## config.mk

```make
export PLATFORM = sky130hd
export DESIGN_NAME = sdram_arbiter_flat
export DESIGN_NICKNAME = d
export VERILOG_FILES = /design/src/rtl/sdram_arbiter_if.sv /design/src/rtl/sdram_arbiter.sv /design/src/flat_wrapper.sv
export SDC_FILE = /design/constraint.sdc
export NUM_CORES = 1
export LEC_CHECK = 0
export BUFFER_PORTS_ARGS = -buffer_cell sky130_fd_sc_hd__buf_2
export CORE_AREA = 4 4 108 110
export DETAILED_ROUTE_END_ITERATION = 12
export DIE_AREA = 0 0 112 114
export PLACE_DENSITY_LB_ADDON = 0.1
export SYNTH_ARGS = -nofsm -noshare
export SYNTH_HDL_FRONTEND = slang
export SYNTH_SLANG_ARGS = --single-unit
```

## constraint.sdc

```tcl
create_clock -name clk -period 1.7 [get_ports clk]
set_clock_uncertainty 0.15 [all_clocks]
set_input_delay 0.17 -clock clk [delete_from_list [all_inputs] [get_ports clk]]
set_output_delay 0.17 -clock clk [all_outputs]
set_load 0.02 [all_outputs]
```

## src/rtl/sdram_arbiter_if.sv

```systemverilog
// Bundle of the requester-side and ip_sdram-side signals of the SDRAM arbiter.
// The slave modport is the arbiter's view; master is the surrounding logic
// (VDP port, cartridge bus memory path and ip_sdram) that drives it.
interface sdram_arbiter_if;
  // VDP (V9958 clone VRAM port) requester
  logic        vdp_req;
  logic        vdp_wr;
  logic [22:0] vdp_address;
  logic [7:0]  vdp_wdata;
  logic        vdp_ack;
  logic [15:0] vdp_rdata;
  logic        vdp_rdata_en;

  // CPU (cartridge bus memory path) requester
  logic        cpu_req;
  logic        cpu_wr;
  logic [22:0] cpu_address;
  logic [7:0]  cpu_wdata;
  logic        cpu_ack;
  logic [15:0] cpu_rdata;
  logic        cpu_rdata_en;

  // ip_sdram controller port
  logic        sdram_rd_n;
  logic        sdram_wr_n;
  logic        sdram_busy;
  logic [22:0] sdram_address;
  logic [7:0]  sdram_wdata;
  logic [15:0] sdram_rdata;
  logic        sdram_rdata_en;

  modport slave (
    input  vdp_req, vdp_wr, vdp_address, vdp_wdata,
    output vdp_ack, vdp_rdata, vdp_rdata_en,
    input  cpu_req, cpu_wr, cpu_address, cpu_wdata,
    output cpu_ack, cpu_rdata, cpu_rdata_en,
    output sdram_rd_n, sdram_wr_n, sdram_address, sdram_wdata,
    input  sdram_busy, sdram_rdata, sdram_rdata_en
  );

  modport master (
    output vdp_req, vdp_wr, vdp_address, vdp_wdata,
    input  vdp_ack, vdp_rdata, vdp_rdata_en,
    output cpu_req, cpu_wr, cpu_address, cpu_wdata,
    input  cpu_ack, cpu_rdata, cpu_rdata_en,
    input  sdram_rd_n, sdram_wr_n, sdram_address, sdram_wdata,
    output sdram_busy, sdram_rdata, sdram_rdata_en
  );
endinterface

```

## src/rtl/sdram_arbiter.sv

```systemverilog
// Two-port arbiter in front of ip_sdram: VDP has priority, CPU is protected
// from starvation by a VDP streak limiter. One SDRAM operation is in flight
// at a time: grant + command, wait for busy to rise, wait for busy to fall.
module sdram_arbiter #(
  parameter int MAX_VDP_STREAK = 4,
  parameter int BUSY_TIMEOUT   = 7
) (
  input  logic           clk,
  input  logic           n_reset,
  sdram_arbiter_if.slave bus
);

  typedef enum logic [1:0] {
    ST_IDLE,
    ST_ISSUE,
    ST_WAIT_BUSY,
    ST_WAIT_DONE
  } state_t;

  localparam logic [3:0] STREAK_MAX = 4'(MAX_VDP_STREAK);
  localparam logic [3:0] TMO_LAST   = 4'(BUSY_TIMEOUT - 1);

  localparam logic OWNER_VDP = 1'b0;
  localparam logic OWNER_CPU = 1'b1;

  state_t      state_q, state_d;
  logic        owner_q, owner_d;
  logic        wr_q, wr_d;
  logic [22:0] address_q, address_d;
  logic [7:0]  wdata_q, wdata_d;
  logic        rd_n_q, rd_n_d;
  logic        wr_n_q, wr_n_d;
  logic        vdp_ack_q, vdp_ack_d;
  logic        cpu_ack_q, cpu_ack_d;
  logic [15:0] vdp_rdata_q, vdp_rdata_d;
  logic        vdp_rdata_en_q, vdp_rdata_en_d;
  logic [15:0] cpu_rdata_q, cpu_rdata_d;
  logic        cpu_rdata_en_q, cpu_rdata_en_d;
  logic [3:0]  streak_q, streak_d;
  logic [3:0]  tmo_q, tmo_d;

  logic        pick_cpu;
  logic        sel_wr;

  // Arbitration choice and the read/write flavour of the winning request.
  always_comb begin
    pick_cpu = bus.cpu_req && (!bus.vdp_req || (streak_q == STREAK_MAX));
    sel_wr   = pick_cpu ? bus.cpu_wr : bus.vdp_wr;
  end

  // Next-state logic: grant, command pulse, busy handshake and read routing.
  always_comb begin
    state_d        = state_q;
    owner_d        = owner_q;
    wr_d           = wr_q;
    address_d      = address_q;
    wdata_d        = wdata_q;
    rd_n_d         = 1'b1;
    wr_n_d         = 1'b1;
    vdp_ack_d      = 1'b0;
    cpu_ack_d      = 1'b0;
    vdp_rdata_d    = vdp_rdata_q;
    vdp_rdata_en_d = 1'b0;
    cpu_rdata_d    = cpu_rdata_q;
    cpu_rdata_en_d = 1'b0;
    streak_d       = streak_q;
    tmo_d          = tmo_q;

    case (state_q)
      ST_IDLE: begin
        if (!bus.sdram_busy && (bus.vdp_req || bus.cpu_req)) begin
          state_d = ST_ISSUE;
          wr_d    = sel_wr;
          // The command strobe is registered so it is low exactly while in ST_ISSUE.
          rd_n_d  = sel_wr;
          wr_n_d  = !sel_wr;
          if (pick_cpu) begin
            owner_d   = OWNER_CPU;
            address_d = bus.cpu_address;
            wdata_d   = bus.cpu_wdata;
            cpu_ack_d = 1'b1;
            streak_d  = 4'd0;
          end else begin
            owner_d   = OWNER_VDP;
            address_d = bus.vdp_address;
            wdata_d   = bus.vdp_wdata;
            vdp_ack_d = 1'b1;
            if (!bus.cpu_req) begin
              streak_d = 4'd0;
            end else if (streak_q != STREAK_MAX) begin
              streak_d = streak_q + 4'd1;
            end
          end
        end
      end
      ST_ISSUE: begin
        tmo_d   = 4'd0;
        state_d = ST_WAIT_BUSY;
      end
      ST_WAIT_BUSY: begin
        if (bus.sdram_busy) begin
          state_d = ST_WAIT_DONE;
        end else if (tmo_q == TMO_LAST) begin
          // ip_sdram never acknowledged the command; give the slot back.
          state_d = ST_IDLE;
        end else begin
          tmo_d = tmo_q + 4'd1;
        end
      end
      ST_WAIT_DONE: begin
        if (!bus.sdram_busy) begin
          state_d = ST_IDLE;
        end
      end
      default: begin
        state_d = ST_IDLE;
      end
    endcase

    if (((state_q == ST_WAIT_BUSY) || (state_q == ST_WAIT_DONE)) &&
        bus.sdram_rdata_en && !wr_q) begin
      if (owner_q == OWNER_CPU) begin
        cpu_rdata_d    = bus.sdram_rdata;
        cpu_rdata_en_d = 1'b1;
      end else begin
        vdp_rdata_d    = bus.sdram_rdata;
        vdp_rdata_en_d = 1'b1;
      end
    end
  end

  // State and output registers with synchronous active-low reset.
  always_ff @(posedge clk) begin
    if (!n_reset) begin
      state_q        <= ST_IDLE;
      owner_q        <= OWNER_VDP;
      wr_q           <= 1'b0;
      address_q      <= 23'd0;
      wdata_q        <= 8'd0;
      rd_n_q         <= 1'b1;
      wr_n_q         <= 1'b1;
      vdp_ack_q      <= 1'b0;
      cpu_ack_q      <= 1'b0;
      vdp_rdata_q    <= 16'd0;
      vdp_rdata_en_q <= 1'b0;
      cpu_rdata_q    <= 16'd0;
      cpu_rdata_en_q <= 1'b0;
      streak_q       <= 4'd0;
      tmo_q          <= 4'd0;
    end else begin
      state_q        <= state_d;
      owner_q        <= owner_d;
      wr_q           <= wr_d;
      address_q      <= address_d;
      wdata_q        <= wdata_d;
      rd_n_q         <= rd_n_d;
      wr_n_q         <= wr_n_d;
      vdp_ack_q      <= vdp_ack_d;
      cpu_ack_q      <= cpu_ack_d;
      vdp_rdata_q    <= vdp_rdata_d;
      vdp_rdata_en_q <= vdp_rdata_en_d;
      cpu_rdata_q    <= cpu_rdata_d;
      cpu_rdata_en_q <= cpu_rdata_en_d;
      streak_q       <= streak_d;
      tmo_q          <= tmo_d;
    end
  end

  assign bus.sdram_rd_n    = rd_n_q;
  assign bus.sdram_wr_n    = wr_n_q;
  assign bus.sdram_address = address_q;
  assign bus.sdram_wdata   = wdata_q;
  assign bus.vdp_ack       = vdp_ack_q;
  assign bus.cpu_ack       = cpu_ack_q;
  assign bus.vdp_rdata     = vdp_rdata_q;
  assign bus.vdp_rdata_en  = vdp_rdata_en_q;
  assign bus.cpu_rdata     = cpu_rdata_q;
  assign bus.cpu_rdata_en  = cpu_rdata_en_q;

endmodule

```

## src/flat_wrapper.sv

```systemverilog
// flat-port wrapper written by rule: the top's interface ports become plain ports
module sdram_arbiter_flat 
#(
  parameter int MAX_VDP_STREAK = 4,
  parameter int BUSY_TIMEOUT   = 7
)
  (clk, n_reset, bus_vdp_req, bus_vdp_wr, bus_vdp_address, bus_vdp_wdata, bus_vdp_ack, bus_vdp_rdata, bus_vdp_rdata_en, bus_cpu_req, bus_cpu_wr, bus_cpu_address, bus_cpu_wdata, bus_cpu_ack, bus_cpu_rdata, bus_cpu_rdata_en, bus_sdram_rd_n, bus_sdram_wr_n, bus_sdram_address, bus_sdram_wdata, bus_sdram_busy, bus_sdram_rdata, bus_sdram_rdata_en);
  sdram_arbiter_if bus_i ();
  input  logic clk;
  input  logic n_reset;
  input wire logic [$bits(bus_i.vdp_req)-1:0] bus_vdp_req;
  input wire logic [$bits(bus_i.vdp_wr)-1:0] bus_vdp_wr;
  input wire logic [$bits(bus_i.vdp_address)-1:0] bus_vdp_address;
  input wire logic [$bits(bus_i.vdp_wdata)-1:0] bus_vdp_wdata;
  output wire logic [$bits(bus_i.vdp_ack)-1:0] bus_vdp_ack;
  output wire logic [$bits(bus_i.vdp_rdata)-1:0] bus_vdp_rdata;
  output wire logic [$bits(bus_i.vdp_rdata_en)-1:0] bus_vdp_rdata_en;
  input wire logic [$bits(bus_i.cpu_req)-1:0] bus_cpu_req;
  input wire logic [$bits(bus_i.cpu_wr)-1:0] bus_cpu_wr;
  input wire logic [$bits(bus_i.cpu_address)-1:0] bus_cpu_address;
  input wire logic [$bits(bus_i.cpu_wdata)-1:0] bus_cpu_wdata;
  output wire logic [$bits(bus_i.cpu_ack)-1:0] bus_cpu_ack;
  output wire logic [$bits(bus_i.cpu_rdata)-1:0] bus_cpu_rdata;
  output wire logic [$bits(bus_i.cpu_rdata_en)-1:0] bus_cpu_rdata_en;
  output wire logic [$bits(bus_i.sdram_rd_n)-1:0] bus_sdram_rd_n;
  output wire logic [$bits(bus_i.sdram_wr_n)-1:0] bus_sdram_wr_n;
  output wire logic [$bits(bus_i.sdram_address)-1:0] bus_sdram_address;
  output wire logic [$bits(bus_i.sdram_wdata)-1:0] bus_sdram_wdata;
  input wire logic [$bits(bus_i.sdram_busy)-1:0] bus_sdram_busy;
  input wire logic [$bits(bus_i.sdram_rdata)-1:0] bus_sdram_rdata;
  input wire logic [$bits(bus_i.sdram_rdata_en)-1:0] bus_sdram_rdata_en;
  assign bus_i.vdp_req = bus_vdp_req;
  assign bus_i.vdp_wr = bus_vdp_wr;
  assign bus_i.vdp_address = bus_vdp_address;
  assign bus_i.vdp_wdata = bus_vdp_wdata;
  assign bus_vdp_ack = bus_i.vdp_ack;
  assign bus_vdp_rdata = bus_i.vdp_rdata;
  assign bus_vdp_rdata_en = bus_i.vdp_rdata_en;
  assign bus_i.cpu_req = bus_cpu_req;
  assign bus_i.cpu_wr = bus_cpu_wr;
  assign bus_i.cpu_address = bus_cpu_address;
  assign bus_i.cpu_wdata = bus_cpu_wdata;
  assign bus_cpu_ack = bus_i.cpu_ack;
  assign bus_cpu_rdata = bus_i.cpu_rdata;
  assign bus_cpu_rdata_en = bus_i.cpu_rdata_en;
  assign bus_sdram_rd_n = bus_i.sdram_rd_n;
  assign bus_sdram_wr_n = bus_i.sdram_wr_n;
  assign bus_sdram_address = bus_i.sdram_address;
  assign bus_sdram_wdata = bus_i.sdram_wdata;
  assign bus_i.sdram_busy = bus_sdram_busy;
  assign bus_i.sdram_rdata = bus_sdram_rdata;
  assign bus_i.sdram_rdata_en = bus_sdram_rdata_en;
  sdram_arbiter #(.MAX_VDP_STREAK(MAX_VDP_STREAK), .BUSY_TIMEOUT(BUSY_TIMEOUT)) u_core (.clk(clk), .n_reset(n_reset), .bus(bus_i));
endmodule
```

## After elaboration in Yosys (flattened, before gate mapping)

Cells that the tools add are included.

| word-level totals | value |
|---|---|
| bits in registers | 81 |
| bits in latches | 0 |
| bits in writable memories | 0 |
| bits in read-only memories | 0 |
| input bits | 86 |
| memories | 0 |

| operators by class | value |
|---|---|
| add/subtract/negate cells | 2 |
| multipliers | 0 |
| divide/modulo/power cells | 0 |
| order comparisons | 0 |
| eq/ne operators | 12 |
| shift-type cells | 0 |
| mux-type cells | 18 |
| bitwise logic cells | 1 |
| reduce and logical (&&, ||, !) cells | 21 |

Operator list:

| cell | count |
|---|---|
| 2-to-1 mux 23 bit | 1 |
| 2-to-1 mux 4 bit | 5 |
| AND reduction 3 bit | 4 |
| adder 4 x 1 -> 4 bit, second input constant | 2 |
| == test 4 x 3 -> 1 bit, second input constant | 2 |
| 2-to-1 mux 2 bit | 4 |
| 2-to-1 mux 8 bit | 1 |
| one-hot mux 2 bit (4 select lines) | 1 |
| one-hot mux 4 bit (2 select lines) | 1 |
| AND reduction 2 bit | 4 |
| inequality test 2 bit, second input constant | 3 |
| 2-to-1 mux 1 bit | 5 |
| == test 2 bit, second input constant | 2 |
| logical AND 1 bit | 4 |
| logical NOT 1 bit | 4 |
| inequality test 4 x 3 -> 1 bit, second input constant | 1 |
| logical OR 1 bit | 3 |
| inequality test 3 x 1 -> 1 bit, second input constant | 1 |
| inequality test 3 x 2 -> 1 bit, second input constant | 1 |
| == test 2 x 1 -> 1 bit, second input constant | 1 |
| logical NOT 2 bit | 1 |
| inequality test 2 x 1 -> 1 bit, second input constant | 1 |
| nonzero test 2 bit | 1 |
| NOT 1 bit | 1 |

## Logic depth before layout (Yosys ltp)

Gate-level depths: netlist of run 1.

| depth | value |
|---|---|
| depth after elaboration | 5 |
| gate-level depth with buffers | 8 |
| mapped depth without buffers | 6 |

## Worst setup path after synthesis of run 1

OpenSTA, ideal clock, no wires.

| timing | value |
|---|---|
| kind | register -> register |
| start point | reg u_core.streak_q[0] |
| end point | reg u_core.owner_q |
| data arrival time | 1.476 ns |
| required time | 1.418 ns |
| slack | -0.059 ns |
| cell stages (with the launch flop) | 9 |
| clock period less this slack | 1.759 ns |
| cell sequence | dfxtp_1 -> inv_1 -> ha_1 -> and4b_1 -> or2_2 -> buf_2 -> clkbuf_1 -> nand2_1 -> a21oi_1 |

| between the ends | value |
|---|---|
| cells in the longest elaborated chain, start to end | 4 |

Ends and longest elaborated chain:

| element | line | text |
|---|---|---|
| start: declaration | sdram_arbiter.sv:39 | `logic [3:0] streak_q, streak_d;` |
| start signal: assignment | sdram_arbiter.sv:164 | `streak_q <= streak_d;` |
| == test 4 x 3 -> 1 bit | sdram_arbiter.sv:47 | `pick_cpu = bus.cpu_req && (!bus.vdp_req \|\| (streak_q == STREAK_MAX));` |
| logical OR 1 bit | sdram_arbiter.sv:47 |  |
| logical AND 1 bit | sdram_arbiter.sv:47 |  |
| 2-to-1 mux 1 bit | sdram_arbiter.sv:77 | `if (pick_cpu) begin` |
| end signal: assignment | sdram_arbiter.sv:152 | `owner_q <= owner_d;` |
| end: declaration | sdram_arbiter.sv:27 | `logic owner_q, owner_d;` |

No other way between the ends.
A chain may end at the register's enable or synchronous reset.

## Final worst setup path of run 1

| timing | value |
|---|---|
| start point | reg u_core.streak_q[0] |
| end point | reg u_core.wr_n_q (netlist: u_core.bus.sdram_wr_n) |

| between the ends | value |
|---|---|
| cells in the longest elaborated chain, start to end | 5 |

Ends and longest elaborated chain:

| element | line | text |
|---|---|---|
| == test 4 x 3 -> 1 bit | sdram_arbiter.sv:47 |  |
| logical OR 1 bit | sdram_arbiter.sv:47 |  |
| logical AND 1 bit | sdram_arbiter.sv:47 |  |
| 2-to-1 mux 1 bit | sdram_arbiter.sv:48 | `sel_wr = pick_cpu ? bus.cpu_wr : bus.vdp_wr;` |
| logical NOT 1 bit | sdram_arbiter.sv:76 | `wr_n_d = !sel_wr;` |
| end signal: assignment | sdram_arbiter.sv:157 | `wr_n_q <= wr_n_d;` |
| end: declaration | sdram_arbiter.sv:32 | `logic wr_n_q, wr_n_d;` |

No other way between the ends.

==> results of run 1 <==
==> power by group through the flow <==
stage | sequential [mW] | clock (mW) | combinational, mW
after floorplan | 2.21 | 0 | 0.253
after global placement | 2.09 | 0 | 0.684
after detailed placement | 2.09 | 0 | 0.691
after CTS | 2.05 | 1.58 | 0.833
after global routing | 2.06 | 1.64 | 0.945
final | 2.05 | 1.51 | 0.866
==> layer usage <==
| metal | routed length (µm) | vias up | GRT usage |
|---|---|---|---|
| li1 | - | 1839 | - |
| met1 | 4650 | 1659 | 0.194 |
| met2 | 5340 | 140 | 0.294 |
| met3 | 901 | 22 | 0.0541 |
| met4 | 217 | 0 | 0.0601 |
| met5 | 0 | - | 0 |
==> metrics by stage <==
stage | area (µm²) | hold WS [ps] | worst slack [ps] | setup TNS, ps | instances
floorplan | 3180 | 154 | 14.4 | 0 | 403
CTS | 5230 | 104 | 28.1 | 0 | 786
global route | 5340 | 162 | -19.9 | -21.3 | 790
detailed placement | 4210 | 266 | 45.8 | 0 | 690
finish | 5340 | 159 | 65.8 | 0 | 790
global placement | 4210 | 261 | 65.9 | 0 | 690
==> worst max-delay path: cells and delay by family, from the launching register on <==
kind / cells / cell delay [ps]
adder cells (fa/ha/maj): 1 / 140
flip-flops: 1 / 340
buffers and inverters: 1 / 40
multiplexers: 1 / 110
AND/OR/NAND/NOR: 3 / 720
==> layout make-up <==
type	instances	area share
flip-flops and latches	81	0.305
well taps	140	0.0328
repair buffers	261	0.350
multi-input cells	286	0.268
clock buffers	9	0.0232
inverters	7	0.00492
clock inverters	6	0.0157
==> sequential cells by signal, indices dropped and copies added (netlist names) <==
name / cells
u_core.bus.vdp_rdata: 16
u_core.state_q: 2
u_core.bus.sdram_rd_n: 1
u_core.bus.sdram_address: 23
u_core.bus.vdp_rdata_en: 1
u_core.bus.sdram_wr_n: 1
u_core.wr_q: 1
u_core.streak_q: 4
u_core.bus.sdram_wdata: 8
u_core.bus.cpu_rdata: 16
u_core.bus.cpu_rdata_en: 1
u_core.owner_q: 1
u_core.bus.cpu_ack: 1
u_core.bus.vdp_ack: 1
u_core.tmo_q: 4
==> worst paths after layout <==
path / startpoint / end / slack [ps] / cells after the start
worst max-delay path: u_core.streak_q[0] / u_core.bus.sdram_wr_n / 70 / 6
worst min-delay path: bus_sdram_busy / u_core.streak_q[2] / 160 / 4
worst max register to register: u_core.streak_q[0] / u_core.bus.sdram_wr_n / 70 / 6
worst min register to register: u_core.bus.vdp_rdata[8] / u_core.bus.vdp_rdata[8] / 310 / 2
==> cells in the mapped netlist, types with 2 or more instances <==
cell,instances
xor2_1,2
inv_1,7
ha_1,4
o22ai_1,2
clkbuf_1,16
nor2_1,12
a21oi_1,97
nand3_1,5
nand3b_1,3
a31oi_1,2
and3_1,4
dfxtp_1,81
or2_2,3
o21ai_0,33
buf_2,12
nand2_1,105
nand2b_1,3
==> cells by family (layout without fill, tap and decap cells) <==
group	Yosys count	count (layout)	share of synthesized area
simple gates	140	140	0.187
compound gates	138	138	0.223
flops	81	81	0.512
buf+inv	36	283	0.0497
fa+ha+maj	4	4	0.0158
xor+xnor	2	2	0.00553
mux	2	2	0.00671
==> what timing repair did <==
| action | in CTS | in global routing |
|---|---|---|
| endpoints found under the hold margin | 66 | 0 |
| resized for setup | 0 | 14 |
| setup buffers | 0 | 2 |
| hold buffers | 81 | 0 |
| setup endpoints to repair | 0 | 37 |
==> impl_metrics.csv, run 1 <==
group,metric,value,unit
status,status,"complete, no violations",
grt,grt_use_total,0.168,
layout,post-route-util,0.499,
power_and_ir_drop,power,4.43,mW
timing,min_period_over_period,0.961,
floorplanning,die_area,12800,µm²
power_and_ir_drop,p_per_area,830,nW/µm²
synth,synth_cell_types,29,
hold_path,min_path_type,"input port to flop",
timing,rsz0062_at_grt,"true",
cts,numCtsBuffers,9,
place,io_buffers,154,
worst_setup_path,cp_slowest_cell,"dfxtp_2",
cts,tritoncts,"yes",
synth,ys.flop_type,"dfxtp_1",
grt,antenna_found_initial,0,
grt,grt_max_degree,41,
synth,yosys.area.top_type,"dfxtp_1",
floorplanning,die_y,114,µm
floorplanning,fp-row-count,38,
timing,slew_headroom,0.660,
timing,period_minus_slack,1630,ps
layout,antennaDiodeCount,0,
layout,n_fill_cell,1040,
synth,netlist.area_leader.share,0.512,
floorplanning,start_util,0.296,
timing,setup_viol,0,
layout,area_delta_synth_final,68.4,%
drt,vias,3660,
place,gp_congestion,0.767,
cts,clk_latency,340,ps
cts,cts.sinks,81,
flow_run,maxCapViolCount,0,
power_and_ir_drop,p_int,3.23,mW
power_and_ir_drop,switching_power,1.20,mW
place,dp_hpwl,6.88,mm
worst_setup_path,worstPathArrival,1710,ps
grt,grt_overflow_total,0,
timing,fmax,0.612,GHz
synth,seq_area_frac_synth,0.512,
synth,synth_edf_count,0,
power_and_ir_drop,p_seq_frac,0.463,
drt,firstDrtPassIters,4,
synth,synth_fp_nets,493,
grt,grt_pass1_wl,17.5,mm
worst_setup_path,cp-end-kind,"flop",
synth,syn-mean-instance-area,7.86,µm²
worst_setup_path,crit_required,1780,ps
floorplanning,io_pins,155,
synth,synth_area_leaders,"dfxtp_1 51%, a21oi_1 15%, nand2_1 12%, o21ai_0 5.2%, buf_2 1.9%",
layout,multiInputGateArea,1430,µm²
layout,layout_common_cells,"154 x buf_2, 105 x nand2_1, 97 x a21oi_1, 81 x dlygate4sd3_1, 78 x dfxtp_1",
power_and_ir_drop,switching_share,0.271,
layout,nets,736,
power_and_ir_drop,clkPwrFrac,0.341,
worst_setup_path,path_class,"flop to flop",
floorplanning,die_w,112,µm
synth,ys_async_sr_fraction,0,
timing,drv_slew,0,
timing,finalHoldViolCount,0,
power_and_ir_drop,leakage,2.40,nW
synth,syn_inst,403,
worst_setup_path,slowest_delay,340,ps
worst_setup_path,cp_max_fo,3,
power_and_ir_drop,peakVddDrop,551,µV
drt,ant_nets,0,
layout,register_area,1630,µm²
power_and_ir_drop,p_comb_frac,0.196,
floorplanning,fp.coreArea,10700,µm²
drt,drtIter0Drc,144,
worst_setup_path,path_cells,"inv_2 -> ha_4 -> and4b_2 -> nor2_4 -> mux2i_2 -> or2_2",
synth,yosys_warnings,0,
cts,clkTransAtPathRegs,80,ps
worst_setup_path,start_kind,"flop",
cts,clock_path_buffers,2,
layout,final_common_cell,"buf_2",
timing,tightest_slew,509,ps
drt,vias_per_cell,4.63,
cts,cts.htree.levels,3,
drt,routed_wl,11.1,mm
grt,first_global_vias,3673,
drt,drc,0,
cts,root_buffer,"clkbuf_8",
synth,synth_area,3170,µm²
layout,layout-drive-gt1-share,0.323,
drt,wl_per_cell,14.1,µm
synth,ys_seq_elements,81,
Power figures use the tool's default switching activity.
==> inputs of run 2 (changes only) <==
- BUFFER_PORTS_ARGS: -buffer_cell sky130_fd_sc_hd__buf_2 -> -buffer_cell sky130_fd_sc_hd__buf_4
- CTS_BUF_LIST: unset -> sky130_fd_sc_hd__clkbuf_4 sky130_fd_sc_hd__clkbuf_8
==> run 2 against run 1 <==
Total power rose by 1.7%. Register-to-register slack is essentially flat. Fmax about the same. First-iteration DRC count decreased by 4.2%. Sequential cell count unchanged. Largest cell class unchanged.
==> impl_metrics.csv, run 2 (synthesis gave the netlist of run 1 again) <==
group,metric,value,unit
status,status,"complete, no violations",
timing,setup_viol,0,
place,io_buffers,154,
layout,largest_reg_flops,23,
floorplanning,start_util,0.296,
layout,nets,736,
layout,n_fill_cell,1010,
layout,final_common_cell,"buf_4",
drt,ant_nets,0,
grt,first_global_vias,3918,
drt,firstDrtPassIters,4,
grt,grt_pass1_wl,18.2,mm
worst_setup_path,path_class,"flop to flop",
drt,wl_per_cell,14.0,µm
worst_setup_path,worstPathArrival,1710,ps
timing,tightest_slew,361,ps
cts,root_buffer,"clkbuf_8",
drt,drtIter0Drc,138,
worst_setup_path,start_kind,"flop",
cts,cts.htree.levels,3,
floorplanning,die_y,114,µm
worst_setup_path,cp-end-kind,"flop",
worst_setup_path,path_cells,"or4_1 -> buf_12 -> a31oi_1 -> o31ai_1",
power_and_ir_drop,leakage,2.45,nW
timing,period_minus_slack,1630,ps
worst_setup_path,crit_required,1780,ps
timing,rsz0062_at_grt,"false",
drt,vias,3660,
cts,clkTransAtPathRegs,80,ps
timing,finalHoldViolCount,0,
place,dp_hpwl,7.17,mm
place,dpl_cell_area,4600,µm²
floorplanning,io_pins,155,
grt,grt_use_total,0.173,
floorplanning,die_area,12800,µm²
cts,numCtsBuffers,9,
drt,vias_per_cell,4.64,
drt,routed_wl,11.1,mm
power_and_ir_drop,p_per_area,797,nW/µm²
hold_path,min_path_type,"input port to flop",
layout,antennaDiodeCount,0,
cts,tritoncts,"yes",
timing,timing.hold.ws,149,ps
grt,grt_overflow_total,0,
drt,drc,0,
worst_setup_path,cp_slowest_cell,"or4_1",
flow_run,maxCapViolCount,0,
layout,area_delta_synth_final,78.3,%
hold_path,whs_path_depth,4,
grt,grt_max_degree,28,
timing,drv_slew,0,
layout,stdcell_area,5650,µm²
timing,slew_headroom,0.760,
power_and_ir_drop,peakVddDrop,484,µV
timing,fmax,0.612,GHz
layout,layout_common_cells,"174 x buf_4, 105 x nand2_1, 97 x a21oi_1, 82 x dlygate4sd3_1, 79 x dfxtp_1",
cts,clk_latency,340,ps
grt,antenna_found_initial,0,
cts,clock_path_buffers,2,
floorplanning,die_w,112,µm
timing,min_period_over_period,0.961,
floorplanning,fp-row-count,38,
place,gp_congestion,0.796,
layout,layout-drive-gt1-share,0.313,
worst_setup_path,cp_max_fo,25,
worst_setup_path,reg2regPathDepth,4,
worst_setup_path,slowest_delay,600,ps
floorplanning,fp.coreArea,10700,µm²
cts,cts.sinks,81,
[run 2: cell count changes in the layout (fill, tap and decap cells not counted), moves of 2 or more]
cell	delta
buf_4	+156
buf_2	-154
clkbuf_16	-2
inv_1	+2
inv_2	-2
[run 2: worst max-delay path: cells and delay by family, from the launching register on]
| kind | cells | cell delay [ps] |
|---|---|---|
| and+or+nand+nor | 1 | 600 |
| buffers and inverters | 1 | 210 |
| AOI/OAI and AO/OA | 2 | 250 |
| DFF | 1 | 310 |
[run 2: final timing paths]
path / startpoint / end / slack [ps]
max reg2reg: u_core.state_q[0] / u_core.streak_q[3] / 70
max: u_core.state_q[0] / u_core.streak_q[3] / 70
min reg2reg: u_core.bus.vdp_rdata[13] / u_core.bus.vdp_rdata[13] / 310
min: bus_sdram_busy / u_core.state_q[1] / 150
[run 2: where the power goes]
part | switching, mW | internal, mW
sequential | 0.0542 | 2.00
combinational | 0.462 | 0.509
clock | 0.657 | 0.824
[run 2: area by class of cell]
class	instances	area, µm²	share of cell area
Tap cell	140	175	0.0310
Clock buffer	10	131	0.0232
Timing Repair Buffer	261	2210	0.391
Sequential cell	81	1620	0.287
Clock inverter	4	70.1	0.0124
Inverter	7	26.3	0.00465
Multi-Input combinational cell	286	1420	0.250
[run 2: what timing repair did]
action | CTS | global route
buffers inserted | 0 | 1
hold buffers | 82 | 0
endpoints found under the hold margin | 70 | 0
resized for setup | 0 | 7
endpoints found under the setup margin | 1 | 36
gates cloned | 0 | 0
pin swaps | 0 | 2
[run 2: layer usage]
layer	routed length [µm]	track usage	share of wire
met5	0	0	0
met4	212	0.0601	0.019
met3	857	0.0578	0.077
met2	5450	0.309	0.49
met1	4550	0.193	0.41
[run 2: per-stage QoR]
stage,total power [mW],util,std cells,setup slack (ps),setup TNS [ps]
finish,4.51,0.528,789,67.0,0
global route,4.74,0.528,789,4.08,0
global placement,2.89,0.430,692,60.6,0
floorplan,2.46,-,403,14.4,0
CTS,4.55,0.525,788,-2.74,-2.74
detailed placement,2.90,0.430,692,17.4,0
==> inputs of run 3 (changes only) <==
- BUFFER_PORTS_ARGS: -buffer_cell sky130_fd_sc_hd__buf_4 -> unset
- CELL_PAD_IN_SITES_DETAIL_PLACEMENT: unset -> 0
- CELL_PAD_IN_SITES_GLOBAL_PLACEMENT: unset -> 1
- DONT_BUFFER_PORTS: unset -> 1
- PLACE_DENSITY: unset -> 0.57
- PLACE_DENSITY_LB_ADDON: 0.1 -> unset
==> run 3 against run 2 <==
Sequential cell count unchanged. Register-to-register slack got worse by 40 ps. Non-clock buffer count decreased by 150. Utilization decreased by 8.9 points. Sequential share of layout area increased by 5.8 points. Setup slack got worse by 36 ps. Combinational power decreased by 35%. Routed wire length decreased by 4.5%. Cell area decreased by 17%. Clock power about the same. Fmax decreased by 2.2%. Sequential power increased by 7%. Critical path type unchanged. Critical endpoint is now u_core.bus.sdram_wr_n.
==> impl_metrics.csv, run 3 (synthesis gave the netlist of run 1 again) <==
group,metric,value,unit
drt,ant_nets,0,
grt,top_usage_layer,"met2",
timing,min_period_over_period,0.982,
layout,final_common_cell,"nand2_1",
timing,rsz0062_at_grt,"true",
floorplanning,fp-row-count,38,
cts,clkTransAtPathRegs,90,ps
power_and_ir_drop,p_seq_frac,0.513,
grt,grt.met3_usage,0.0684,
cts,numCtsBuffers,9,
grt,use_met2,0.267,
timing,period_minus_slack,1670,ps
place,io_buffers,0,
floorplanning,io_pins,155,
worst_setup_path,cp_max_fo,3,
worst_setup_path,crit_required,1790,ps
power_and_ir_drop,leakage,1.73,nW
drt,drc,0,
worst_setup_path,path_class,"flop to flop",
floorplanning,die_w,112,µm
flow_run,maxCapViolCount,0,
worst_setup_path,cp-end-kind,"flop",
worst_setup_path,worstPathArrival,1760,ps
power_and_ir_drop,clkPwrFrac,0.340,
layout,area_delta_synth_final,48.3,%
drt,vias,3152,
place,dp_hpwl,6.26,mm
grt,first_global_vias,3097,
timing,finalHoldViolCount,0,
drt,routed_wl,10.6,mm
power_and_ir_drop,peakVddDrop,397,µV
floorplanning,die_y,114,µm
layout,antennaDiodeCount,0,
cts,clk_latency,340,ps
grt,met1_usage,0.169,
timing,fmax,0.599,GHz
layout,layout_common_cells,"105 x nand2_1, 83 x a21oi_1, 82 x dlygate4sd3_1, 79 x dfxtp_1, 33 x o21ai_0",
cts,cts.sinks,81,
hold_path,whs_path_depth,4,
place,dpl_cell_area,3420,µm²
floorplanning,fp.coreArea,10700,µm²
drt,vias_per_cell,4.92,
grt,grt_use_total,0.153,
grt,grt_max_degree,42,
drt,wl_per_cell,16.5,µm
cts,root_buffer,"clkbuf_8",
power_and_ir_drop,switching_power,1.21,mW
power_and_ir_drop,switching_share,0.285,
place,post-place-ws,10.4,ps
timing,setup_tns,0,ps
grt,grt_overflow_total,0,
drt,firstDrtPassIters,4,
power_and_ir_drop,p_comb_frac,0.147,
layout,layout-drive-gt1-share,0.148,
place,gp_congestion,0.754,
worst_setup_path,start_kind,"flop",
worst_setup_path,reg2regPathDepth,7,
drt,drtIter0Drc,209,
power_and_ir_drop,p_per_area,907,nW/µm²
floorplanning,start_util,0.296,
floorplanning,die_area,12800,µm²
grt,grt_pass1_wl,15.7,mm
timing,timing.hold.ws,50.5,ps
status,status,"complete, no violations",
timing,slew_headroom,0.739,
timing,tightest_slew,392,ps
timing,finalWorstSetupSlack,31.1,ps
cts,cts.htree.levels,3,
timing,drv_slew,0,
layout,nets,586,
cts,tritoncts,"yes",
hold_path,min_path_type,"input port to flop",
layout,largest_reg_flops,23,
layout,stdcell_area,4700,µm²
power_and_ir_drop,p_int,3.05,mW
timing,setup_viol,0,
grt,antenna_found_initial,0,
cts,clock_path_buffers,2,
run 3: cell type report:
type	count	area [µm²]
Fill cell	1024	6000
Tap cell	140	175
Clock buffer	10	138
Sequential cell	81	1620
Multi-Input combinational cell	286	1500
Inverter	7	26.3
Clock inverter	6	65.1
Timing Repair Buffer	111	1170
run 3: through the flow:
step | instances | util | power [mW]
after global placement | 533 | 0.320 | 2.59
after floorplan | 403 | - | 2.46
after global routing | 641 | 0.439 | 4.47
final | 641 | 0.439 | 4.26
after CTS | 632 | 0.417 | 4.24
after detailed placement | 533 | 0.320 | 2.59
run 3: final timing paths:
kind	start	to	slack, ps
setup / recovery	u_core.streak_q[1]	u_core.bus.sdram_wr_n	30
hold / removal	bus_sdram_busy	u_core.tmo_q[1]	50
setup reg to reg	u_core.streak_q[1]	u_core.bus.sdram_wr_n	30
hold reg to reg	u_core.owner_q	u_core.owner_q	350
run 3: power groups by stage:
stage | logic (mW) | clock network [mW] | registers [mW]
after floorplan | 0.253 | 0 | 2.21
after global placement | 0.353 | 0 | 2.23
after detailed placement | 0.363 | 0 | 2.23
after CTS | 0.542 | 1.51 | 2.19
after global routing | 0.686 | 1.58 | 2.20
final | 0.626 | 1.45 | 2.19
run 3: per-layer routing:
layer,up-vias,wire length (µm)
li1,1545,-
met1,1450,4230
met2,144,5150
met3,13,1030
met4,0,162
met5,-,0
run 3: critical path: stages (launching register included):
cell and delay (ps):
dfxtp_2 330, inv_2 70, ha_4 130, and4b_1 260, nor2_4 60, buf_6 130
mux2i_4 190, or2_4 240
run 3: timing repair:
item / in CTS / in global routing
setup buffers: 0 / 5
endpoints found under the hold margin: 78 / 0
endpoints found under the setup margin: 0 / 37
resized for setup: 0 / 31
hold buffers: 83 / 0
